<file path="src/rtl/mips_cpu_run_pkg.sv">
// Shared types for the MIPS CPU run controller.
// States, fault codes and the per-state output flags.
package mips_cpu_run_pkg;

  typedef enum logic [2:0] {
    ST_IDLE,
    ST_RESET,
    ST_WAIT_ACTIVE,
    ST_RUN,
    ST_DRAIN,
    ST_DONE,
    ST_FAULT
  } run_state_t;

  typedef enum logic [1:0] {
    FAULT_NONE     = 2'd0,
    FAULT_NO_START = 2'd1,
    FAULT_TIMEOUT  = 2'd2
  } fault_code_t;

  typedef struct packed {
    logic busy;
    logic done;
    logic fault;
    logic cpu_reset;
    logic cpu_clk_enable;
  } run_flags_t;

  function automatic logic can_start(run_state_t s);
    return (s == ST_IDLE) || (s == ST_DONE) || (s == ST_FAULT);
  endfunction

  function automatic logic trace_open(run_state_t s);
    return (s == ST_RUN) || (s == ST_DRAIN);
  endfunction

  function automatic run_flags_t state_flags(run_state_t s);
    run_flags_t f;
    f = '0;
    f.cpu_reset = 1'b1;
    unique case (s)
      ST_IDLE: ;
      ST_RESET: begin
        f.busy           = 1'b1;
        f.cpu_clk_enable = 1'b1;
      end
      ST_WAIT_ACTIVE, ST_RUN, ST_DRAIN: begin
        f.busy           = 1'b1;
        f.cpu_reset      = 1'b0;
        f.cpu_clk_enable = 1'b1;
      end
      ST_DONE:  f.done  = 1'b1;
      ST_FAULT: f.fault = 1'b1;
      default: ;
    endcase
    return f;
  endfunction

endpackage

</file>
<file path="src/rtl/mips_cpu_run_trace_fifo.sv">
// Write-back trace buffer: circular FIFO, first-word fall-through,
// extra pointer bit for full/empty, sticky drop flag.
module mips_cpu_run_trace_fifo #(
  parameter int unsigned DEPTH = 16,
  parameter int unsigned WIDTH = 32
) (
  input  logic             clk_i,
  input  logic             rst_ni,
  input  logic             clear_i,
  input  logic             wr_en_i,
  input  logic [WIDTH-1:0] wr_data_i,
  input  logic             rd_en_i,
  output logic [WIDTH-1:0] rd_data_o,
  output logic             empty_o,
  output logic             full_o,
  output logic             overflow_o
);

  localparam int unsigned AW = $clog2(DEPTH);

  logic [WIDTH-1:0] mem_q [DEPTH];
  logic [AW:0]      wr_ptr_q, wr_ptr_d;
  logic [AW:0]      rd_ptr_q, rd_ptr_d;
  logic             empty_q, full_q, ovf_q;
  logic             do_rd, do_wr;

  always_comb begin
    do_rd    = rd_en_i && !empty_q;
    // a pop at full frees the slot the concurrent push needs
    do_wr    = wr_en_i && (!full_q || do_rd);
    rd_ptr_d = rd_ptr_q + {{AW{1'b0}}, do_rd};
    wr_ptr_d = wr_ptr_q + {{AW{1'b0}}, do_wr};
  end

  always_ff @(posedge clk_i) begin
    if (!rst_ni || clear_i) begin
      wr_ptr_q <= '0;
      rd_ptr_q <= '0;
      empty_q  <= 1'b1;
      full_q   <= 1'b0;
      ovf_q    <= 1'b0;
    end else begin
      wr_ptr_q <= wr_ptr_d;
      rd_ptr_q <= rd_ptr_d;
      empty_q  <= (wr_ptr_d == rd_ptr_d);
      full_q   <= (wr_ptr_d[AW] != rd_ptr_d[AW]) &&
                  (wr_ptr_d[AW-1:0] == rd_ptr_d[AW-1:0]);
      if (wr_en_i && !do_wr) ovf_q <= 1'b1;
    end
  end

  always_ff @(posedge clk_i) begin
    if (do_wr) mem_q[wr_ptr_q[AW-1:0]] <= wr_data_i;
  end

  assign rd_data_o  = mem_q[rd_ptr_q[AW-1:0]];
  assign empty_o    = empty_q;
  assign full_o     = full_q;
  assign overflow_o = ovf_q;

endmodule

</file>
<file path="src/rtl/mips_cpu_run_ctrl.sv">
// Run controller for mips_cpu_harvard: reset sequencing, start check,
// cycle timeout, v0 capture on halt and write-back trace.
module mips_cpu_run_ctrl
  import mips_cpu_run_pkg::*;
#(
  parameter int unsigned TIMEOUT_CYCLES = 100,
  parameter int unsigned RESET_CYCLES   = 1,
  parameter int unsigned TRACE_DEPTH    = 16,
  parameter int unsigned TRACE_WIDTH    = 32
) (
  input  logic                   clk,
  input  logic                   reset,
  input  logic                   start,
  output logic                   cpu_reset,
  output logic                   cpu_clk_enable,
  input  logic                   cpu_active,
  input  logic [31:0]            cpu_register_v0,
  input  logic                   wb_valid,
  input  logic [TRACE_WIDTH-1:0] wb_data,
  output logic                   busy,
  output logic                   done,
  output logic                   fault,
  output logic [1:0]             fault_code,
  output logic [31:0]            result,
  output logic [31:0]            cycle_count,
  input  logic                   trace_rd_en,
  output logic [TRACE_WIDTH-1:0] trace_data,
  output logic                   trace_empty,
  output logic                   trace_full,
  output logic                   trace_overflow
);

  localparam int unsigned RCW =
    (RESET_CYCLES > 1) ? $clog2(RESET_CYCLES) : 1;
  localparam logic [RCW-1:0] RST_LAST = RCW'(RESET_CYCLES - 1);
  localparam logic [31:0]    TMO_LAST = 32'(TIMEOUT_CYCLES - 1);

  run_state_t  state_q, state_d;
  logic [RCW-1:0] rcnt_q, rcnt_d;
  logic [31:0] cyc_q, cyc_d;
  logic [31:0] res_q, res_d;
  fault_code_t code_q, code_d;
  run_flags_t  flags_q;
  logic        trace_clr;
  logic        trace_wr;

  always_comb begin
    state_d   = state_q;
    rcnt_d    = rcnt_q;
    cyc_d     = cyc_q;
    res_d     = res_q;
    code_d    = code_q;
    trace_clr = 1'b0;
    unique case (state_q)
      ST_IDLE, ST_DONE, ST_FAULT: begin
        if (start) begin
          state_d   = ST_RESET;
          rcnt_d    = '0;
          cyc_d     = '0;
          res_d     = '0;
          code_d    = FAULT_NONE;
          trace_clr = 1'b1;
        end
      end
      ST_RESET: begin
        if (rcnt_q == RST_LAST) state_d = ST_WAIT_ACTIVE;
        else rcnt_d = rcnt_q + 1'b1;
      end
      ST_WAIT_ACTIVE: begin
        if (cpu_active) begin
          state_d = ST_RUN;
        end else begin
          state_d = ST_FAULT;
          code_d  = FAULT_NO_START;
        end
      end
      ST_RUN: begin
        cyc_d = cyc_q + 32'd1;
        // a halt seen on the last allowed cycle still wins
        if (!cpu_active) begin
          state_d = ST_DRAIN;
        end else if (cyc_q == TMO_LAST) begin
          state_d = ST_FAULT;
          code_d  = FAULT_TIMEOUT;
        end
      end
      ST_DRAIN: begin
        res_d   = cpu_register_v0;
        state_d = ST_DONE;
      end
      default: state_d = ST_IDLE;
    endcase
  end

  assign trace_wr = wb_valid && trace_open(state_q);

  always_ff @(posedge clk) begin
    if (!reset) begin
      state_q <= ST_IDLE;
      rcnt_q  <= '0;
      cyc_q   <= '0;
      res_q   <= '0;
      code_q  <= FAULT_NONE;
      flags_q <= state_flags(ST_IDLE);
    end else begin
      state_q <= state_d;
      rcnt_q  <= rcnt_d;
      cyc_q   <= cyc_d;
      res_q   <= res_d;
      code_q  <= code_d;
      flags_q <= state_flags(state_d);
    end
  end

  mips_cpu_run_trace_fifo #(
    .DEPTH (TRACE_DEPTH),
    .WIDTH (TRACE_WIDTH)
  ) u_trace (
    .clk_i      (clk),
    .rst_ni     (reset),
    .clear_i    (trace_clr),
    .wr_en_i    (trace_wr),
    .wr_data_i  (wb_data),
    .rd_en_i    (trace_rd_en),
    .rd_data_o  (trace_data),
    .empty_o    (trace_empty),
    .full_o     (trace_full),
    .overflow_o (trace_overflow)
  );

  assign busy           = flags_q.busy;
  assign done           = flags_q.done;
  assign fault          = flags_q.fault;
  assign cpu_reset      = flags_q.cpu_reset;
  assign cpu_clk_enable = flags_q.cpu_clk_enable;
  assign fault_code     = code_q;
  assign result         = res_q;
  assign cycle_count    = cyc_q;

endmodule

</file>
<file path="config.mk">
export PLATFORM = sky130hd
export DESIGN_NAME = mips_cpu_run_ctrl
export DESIGN_NICKNAME = d
export VERILOG_FILES = /design/src/rtl/mips_cpu_run_pkg.sv /design/src/rtl/mips_cpu_run_trace_fifo.sv /design/src/rtl/mips_cpu_run_ctrl.sv
export SDC_FILE = /design/constraint.sdc
export NUM_CORES = 1
export LEC_CHECK = 0
export ABC_AREA = 1
export BUFFER_PORTS_ARGS = -buffer_cell sky130_fd_sc_hd__buf_2
export CAP_MARGIN = 20
export CORE_UTILIZATION = 45
export CTS_BUF_LIST = sky130_fd_sc_hd__clkbuf_8
export DETAILED_ROUTE_END_ITERATION = 8
export PLACE_DENSITY_LB_ADDON = 0.2
export SYNTH_ARGS = -nofsm -noshare
export SYNTH_HDL_FRONTEND = slang
export SYNTH_SLANG_ARGS = --single-unit
export TNS_END_PERCENT = 100
</file>
<file path="constraint.sdc">
create_clock -name clk -period 6.4 [get_ports clk]
set_input_delay 1.28 -clock clk [delete_from_list [all_inputs] [get_ports clk]]
set_output_delay 1.28 -clock clk [all_outputs]
set_load 0.01 [all_outputs]
</file>
[Word level (Yosys, flattened, before mapping)]
Memory sizes are Yosys's and may differ from the RTL's. A register that Yosys moved wholly into a read port is not among the register bits.
Index checks and enable logic that the tools add are counted.
Word-level totals
  bits in registers: 87
  memory bits (writable): 512
  input bits: 70
  output and inout port bits: 106
  word-level logic and storage cells: 89
  memories: 1
Memories
  u_trace.mem_q: words 16, width 32, read ports 1, clocked after memory_dff 1, wr ports 1, RTL line mips_cpu_run_trace_fifo.sv:21  | logic [WIDTH-1:0] mem_q [DEPTH];
Operators by class
  $add $sub $neg: 4
  eq/ne operators: 20
  mux-type cells: 26
  reductions and logical operators: 24
Operators by type and width (number)
  32-bit case mux with 2 select lines: 2
  32-bit by 1-bit adder with 32-bit output, second input constant: 1
  32-bit by 7-bit == test with 1-bit output, second input constant: 1
  32-bit two-way mux: 1
  3-bit == test, second input constant: 6
  3-bit two-way mux: 5
  3-bit case mux with 5 select lines: 1
  3-bit by 2-bit == test with 1-bit output, second input constant: 4
  5-bit by 1-bit adder with 5-bit output: 2
  1-bit two-way mux: 10
  2-bit two-way mux: 4
  2-bit != test, second input constant: 4
  3-bit by 1-bit == test with 1-bit output, second input constant: 2
  2-bit case mux with 3 select lines: 1
  2-bit AND reduction: 3
  2-bit nonzero test: 3
  3-bit OR reduction: 2
  5-bit == test: 1
  1-bit logical AND: 5
  5-bit AND reduction: 1
  4-bit == test: 1
  1-bit zero test: 4
  4-bit two-way mux: 1
  4-bit OR reduction: 1
  other kinds (6): 8

[Longest topological paths before layout]
Gate-level depths: netlist (run 1).
  word-level depth: 7
  depth in mapped cells: 14
  gate-level depth less buffers: 13

[Cells and area by module]
A second synthesis (run 1) with hierarchy kept.
Unflattened totals
  cell total of the unflattened synthesis: 2147
  area, all modules: 24398.4 um^2
By module, submodules not included
  mips_cpu_run_trace_fifo: instances 1, cells each 1603, area each 20714.9 um^2, seq. area each 15635.0 um^2
  mips_cpu_run_ctrl: instances 1, cells each 544, area each 3683.5 um^2, seq. area each 1461.4 um^2

[Worst setup path before layout (run 1)]
OpenSTA, ideal clock, no wires.
  kind: input -> register
  start point: in trace_rd_en
  end point: mem u_trace.mem_q[10][0] (enable)
  setup time: 0.421 ns
  data arrival time: 3.262 ns
  required time: 5.979 ns
  setup slack: 2.717 ns
  stages: 6
  path buffers: 0
  cells stage by stage: inv_1 -> nor2_1 -> nor2_1 -> nor2_1 -> nand3_1 -> nor2_1
Between the ends
  word-level cells in the longest chain between the ends: 5
Ends and longest elaborated chain
  start: declaration: RTL line mips_cpu_run_ctrl.sv:26  | input logic trace_rd_en,
  1-bit logical AND: RTL line mips_cpu_run_trace_fifo.sv:28  | do_rd = rd_en_i && !empty_q;
  1-bit logical OR: RTL line mips_cpu_run_trace_fifo.sv:30  | do_wr = wr_en_i && (!full_q || do_rd);
  1-bit logical AND: RTL line mips_cpu_run_trace_fifo.sv:30
  1-bit two-way mux: RTL line mips_cpu_run_trace_fifo.sv:53  | if (do_wr) mem_q[wr_ptr_q[AW-1:0]] <= wr_data_i;
  1-bit two-way mux (not written as such): RTL line mips_cpu_run_trace_fifo.sv:53
  end: declaration: RTL line mips_cpu_run_trace_fifo.sv:21
No other way between the ends.

==> results of run 1 <==
[synthesized netlist by cell type (7+ instances only)]
master,number,area (µm²)
buf_2,28,140.1
a21oi_1,192,960.9
buf_1,8,30.03
dfxtp_1,86,1722
o21ai_0,170,850.8
nand2_1,206,773.2
nor3_1,13,65.06
inv_2,7,26.28
nand4_1,18,112.6
clkbuf_1,63,236.5
edfxtp_1,512,15370
inv_1,189,709.4
o211ai_1,129,968.4
nand3_1,81,405.4
buf_4,11,82.58
nor2_1,64,240.2
mux2i_1,128,1281
xor2_1,7,61.31
[power breakdown]
part	leakage [nW]	switching, mW	internal (mW)
clock network	1.07	1.49	1.60
logic	3.33	0.500	0.225
registers	5.30	0.0473	4.30
total	9.70	2.03	6.13
[worst min-delay path, cell delays in order, from the launching register on]
cell and delay (ns):
dfxtp_1 0.30, nand2_1 0.06, a21oi_1 0.05
[registers in the layout (all words and copies together) (netlist names), 2 cells and up]
register	flops
cycle_count	32
fault_code	2
result	32
state_q	3
u_trace.mem_q	512
u_trace.rd_ptr_q	5
u_trace.wr_ptr_q	5
[metrics by stage]
step | std cells | power, mW | util [%]
6_report | 2923 | 8.162 | 52.00
5_1_grt | 2922 | 8.494 | 51.99
3_5_place_dp | 2739 | 5.164 | 48.36
2_1_floorplan | 1961 | 4.896 | -
3_3_place_gp | 2739 | 5.150 | 48.36
4_1_cts | 2916 | 8.254 | 51.72
[cells by family (layout without fill, tap and decap cells)]
| family | Yosys count | after routing | synth area share, % |
|---|---|---|---|
| buf+inv | 309 | 574 | 5.088 |
| simple gates | 405 | 405 | 7.338 |
| xor+xnor | 9 | 9 | 0.3222 |
| fa+ha+maj | 5 | 5 | 0.2557 |
| compound gates | 507 | 507 | 11.88 |
| flops | 598 | 598 | 69.87 |
| other cells | 0 | 1 | 0 |
| mux | 128 | 128 | 5.237 |
[cell type report]
class	count	area share, %
Inverter	197	2.656
Timing Repair Buffer	200	4.310
Sequential cell	598	61.14
Tap cell	696	3.112
Multi-Input combinational cell	1054	22.32
Antenna cell	1	0.008943
Clock buffer	106	5.214
Clock inverter	71	1.239
[layer usage]
| layer | GRT usage, % | up-vias |
|---|---|---|
| met1 | 28.93 | 7626 |
| li1 | - | 7521 |
| met5 | 0 | - |
| met2 | 34.76 | 437 |
| met3 | 3.987 | 97 |
| met4 | 6.419 | 0 |
[worst paths after layout]
path	end	slack (ns)	cells after the start
worst min register to register	result[6]	0.46	2
worst min-delay path	result[6]	0.46	2
worst max register to register	u_trace.mem_q[0][26]	2.60	7
worst max-delay path	trace_data[30]	1.94	7
==> results.yml, run 1 <==
timing:
  maxClockFrequency_mhz: 224.1
  timing.final.ws_setup_ns: 1.939
  setup_violations: 0
  finalSetupTns_ns: 0
  finalHoldViolCount: 0
  rsz0062_at_grt: "false"
  worst_slew_pin_slew_ns: 1.099
  fin_crit_ns: 4.461
  hold_slack_ns: 0.4564
  slew_viol_final: 0
  skew_ns: 0.02439
  fin_crit_sh_pct: 69.71
  maxSlewHeadroom_pct: 26.70
drt:
  drcViolationCount: 4
  via_per_inst: 5.365
  routed.top_layer: "met4"
  wl_met1_um: 26700
  via_count: 15680
  route.met2.wl_um: 28100
  initialDrtViolationCount: 926
  ant_nets: 0
  first_pass_iters: 9
  route.met3.wl_um: 2959
  post_drt_wl_per_cell_um: 20.14
  wirelength_um: 58870
critical_path:
  crit_chain: "buf_12 -> a21oi_1 -> o21ai_0 -> o21ai_0 -> o211ai_1 -> nand2_1 -> buf_2"
  max_stage_delay_ns: 1.00
  required_ns: 5.12
  crit_arrival_ns: 3.18
  reg2reg_from: "state_q[1]"
  cp.buffers_inverters: 2
  critPathMaxFanout: 93
  crit_type: "flop to primary output"
  cp_slowest_cell: "dfxtp_4"
  cp-start-kind: "flop"
  cp-startpoint: "u_trace.rd_ptr_q[0]"
  critical-path-top-delay-family: "flip-flops"
  path_common_cell: "o21ai_0"
  end_kind: "primary output"
yosys:
  synth-edff-count: 512
  yosysUniqueCellTypes: 43
  synthesis.nets: 2036
  ys_seq_elements: 598
  syn-instance-count: 1961
  yosysSeqAreaShare_pct: 69.87
  ys.flop_type: "edfxtp_1"
  ys_warn_count: 0
  async_flop_share_pct: 0
  syn-cell-area_um2: 24470
  syn_avg_cell_area_um2: 12.48
power_and_ir_drop:
  ir_drop_uv: 183.1
  powerDensity_nw_per_um2: 291.7
  power_leakage_nw: 9.701
placement:
  place_ws_ns: 2.332
  gp_congestion: 0.8746
  hpwl_um: 34160
  placed_area_um2: 26030
  io_buffers: 175
finish:
  multiInputGateArea_um2: 6246
  synthToLayoutAreaGrowth_pct: 14.37
  final_cell_mix: "edfxtp_1 (512), inv_1 (225), nand2_1 (206)"
  nets: 2225
  n_fill_cell: 4672
  fin_area_um2: 27980
  drive_above_1_share_pct: 16.53
  area.sequential_um2: 17110
  layout_commonest_cell: "edfxtp_1"
floorplanning:
  fp.coreArea_um2: 53810
  start_util_pct: 45.47
  num_rows: 85
  dieHeight_um: 235.2
  pin_count: 176
  fp.dieArea_um2: 55310
  die_w_um: 235.2
clocking:
  cts_setup_buffers: 0
  cts_resized: 0
  clk_path_buf_depth: 3
  clock-sinks: 598
  h-tree-depth: 3
  cts_buffers: 99
  path_clk_slew_ns: 0.06
  clk_latency_ns: 0.69
  cts_tree: "done"
  cts_hold_buf: 0
  cts-root-buf: "clkbuf_8"
min_path:
  hold_path.class: "flop to flop"
  hold_start: "result[6]"
global_route:
  grt_pass1_wl_um: 90110
  antenna_found_initial: 0
  gr-total-overflow: 0
  grt_pass1_vias: 15200
  grt_use_total_pct: 21.28
  grt_start_max_net_pins: 94
run:
  drv_cap: 0
run_status:
  status: "complete, but fails checks"
  violations: "design-rule violations"
No activity file was read; power rests on OpenSTA's default activity.
==> inputs of run 2 (changes only) <==
==> constraint.sdc (replaced) <==
create_clock -name clk -period 4 [get_ports clk]
set_input_delay 0.8 -clock clk [delete_from_list [all_inputs] [get_ports clk]]
set_output_delay 0.8 -clock clk [all_outputs]
set_load 0.01 [all_outputs]
==> results.yml, run 2 (synthesis results as in run 1) <==
finish:
  synthToLayoutAreaGrowth_pct: 15.94
  postLayoutCoreUtil_pct: 52.71
  layout_commonest_cell: "edfxtp_1"
  largest_reg_flops: 512
  final_cell_mix: "edfxtp_1 (512), inv_1 (219), nand2_1 (206)"
  nets: 2242
  drive_above_1_share_pct: 17.54
global_route:
  grt_start_max_net_pins: 131
  antenna_found_initial: 1
  met2_usage_pct: 33.47
  gr-total-overflow: 0
  grt_pass1_wl_um: 90370
  grt_use_met1_pct: 29.51
  busiest_layer: "met2"
  grt_pass1_vias: 15240
  use_met3_pct: 4.268
  grt_use_total_pct: 21.21
power_and_ir_drop:
  power_leakage_nw: 9.855
  seq_power_share_pct: 51.7
  p_total_mw: 13.45
  p_int_mw: 10.12
  comb_power_share_pct: 8.8
  pwr-share-clk_pct: 39.5
  swShare_pct: 24.72
  power.switching_mw: 3.324
  powerDensity_nw_per_um2: 474.0
  ir_drop_uv: 243.9
clocking:
  cts_tree: "done"
  clock-sinks: 598
  cts_setup_buffers: 0
  clk_latency_ns: 0.68
  cts_hold_buf: 0
  cts-root-buf: "clkbuf_8"
  h-tree-depth: 3
  clk_path_buf_depth: 3
  cts_resized: 0
  path_clk_slew_ns: 0.06
  cts_buffers: 100
critical_path:
  reg2reg_depth: 8
  reg2reg_from: "state_q[0]"
  crit_arrival_ns: 2.68
  crit_type: "flop to primary output"
  end_kind: "primary output"
  reg2reg_slack_ns: 1.10
  critPathMaxFanout: 49
  regToRegEndpoint: "u_trace.mem_q[11][24]"
  required_ns: 3.20
  cp-start-kind: "flop"
drt:
  via_count: 15820
  via_per_inst: 5.374
  wirelength_um: 58900
  initialDrtViolationCount: 1160
  drcViolationCount: 0
  first_pass_iters: 5
  post_drt_wl_per_cell_um: 20.01
  ant_nets: 0
min_path:
  min_delay_path_depth: 3
  hold_path.class: "input pin to flop"
  hold_start: "cpu_register_v0[8]"
  min_to: "result[8]"
placement:
  hpwl_um: 34130
  io_buffers: 175
  gp_congestion: 0.8699
timing:
  fin_crit_ns: 3.484
  finalSetupTns_ns: 0
  worst_slew_pin_slew_ns: 0.9361
  maxSlewHeadroom_pct: 37.50
  finalHoldViolCount: 0
  maxClockFrequency_mhz: 287.0
  setup_violations: 0
  slew_viol_final: 0
  fin_crit_sh_pct: 87.11
  skew_ns: 0.02354
  rsz0062_at_grt: "false"
floorplanning:
  num_rows: 85
  fp.coreArea_um2: 53810
  die_w_um: 235.2
  dieHeight_um: 235.2
  start_util_pct: 45.47
  pin_count: 176
  fp.dieArea_um2: 55310
run_status:
  status: "finished, final reports clean"
run:
  drv_cap: 0
-- run 2: how the worst max path moves through the flow --
stage,start,to,slack [ns],cells past startpoint
after floorplan,trace_rd_en,u_trace.mem_q[10][0],0.80,6
after global placement,trace_rd_en,u_trace.mem_q[5][3],0.76,8
after detailed placement,trace_rd_en,u_trace.mem_q[5][1],0.72,8
after CTS,u_trace.rd_ptr_q[2],trace_data[15],0.48,5
after global routing,u_trace.rd_ptr_q[2],trace_data[21],0.34,5
final,u_trace.rd_ptr_q[2],trace_data[31],0.52,5
-- run 2: critical path, cell delays in order, from the launching register on --
cell      delay (ns)
dfxtp_4         0.66
buf_4           0.69
o211ai_1        0.18
nand3_1         0.14
nand2_1         0.14
buf_2           0.17
-- run 2: metal layers --
layer  up-vias  routed length (µm)  part of all wire, %
met5         -                   0                    0
met1      7716               26700                   45
met2       469               27760                   47
met4         0                1372                  2.3
li1       7539                   -                    -
met3        97                3063                  5.2
-- run 2: final cells by class --
type,instances,area [µm²]
Fill cell,4589,25450
Sequential cell,598,17110
Multi-Input combinational cell,1054,6246
Clock buffer,107,1473
Timing Repair Buffer,216,1434
Tap cell,696,870.8
Inverter,197,743.2
Clock inverter,74,486.7
Antenna cell,2,5.005
-- run 2: through the flow --
stage	setup slack, ns	std cells	hold slack, ns	instance area, µm²
3_3_place_gp	0.7557	2761	0.4455	26400
6_report	0.5158	2944	0.3723	28370
5_1_grt	0.3450	2942	0.3373	28360
3_5_place_dp	0.7217	2761	0.4522	26400
4_1_cts	0.4779	2942	0.3022	28360
2_1_floorplan	0.7968	1961	0.4828	24470
-- run 2: power groups by stage --
stage               Sequential [mW]  Combinational (mW)  Clock, mW
floorplan                      7.09               0.739          0
global route                   6.96                1.33       5.70
detailed placement             7.08                1.20          0
global placement               7.07                1.17          0
CTS                            6.95                1.20       5.43
finish                         6.95                1.19       5.31
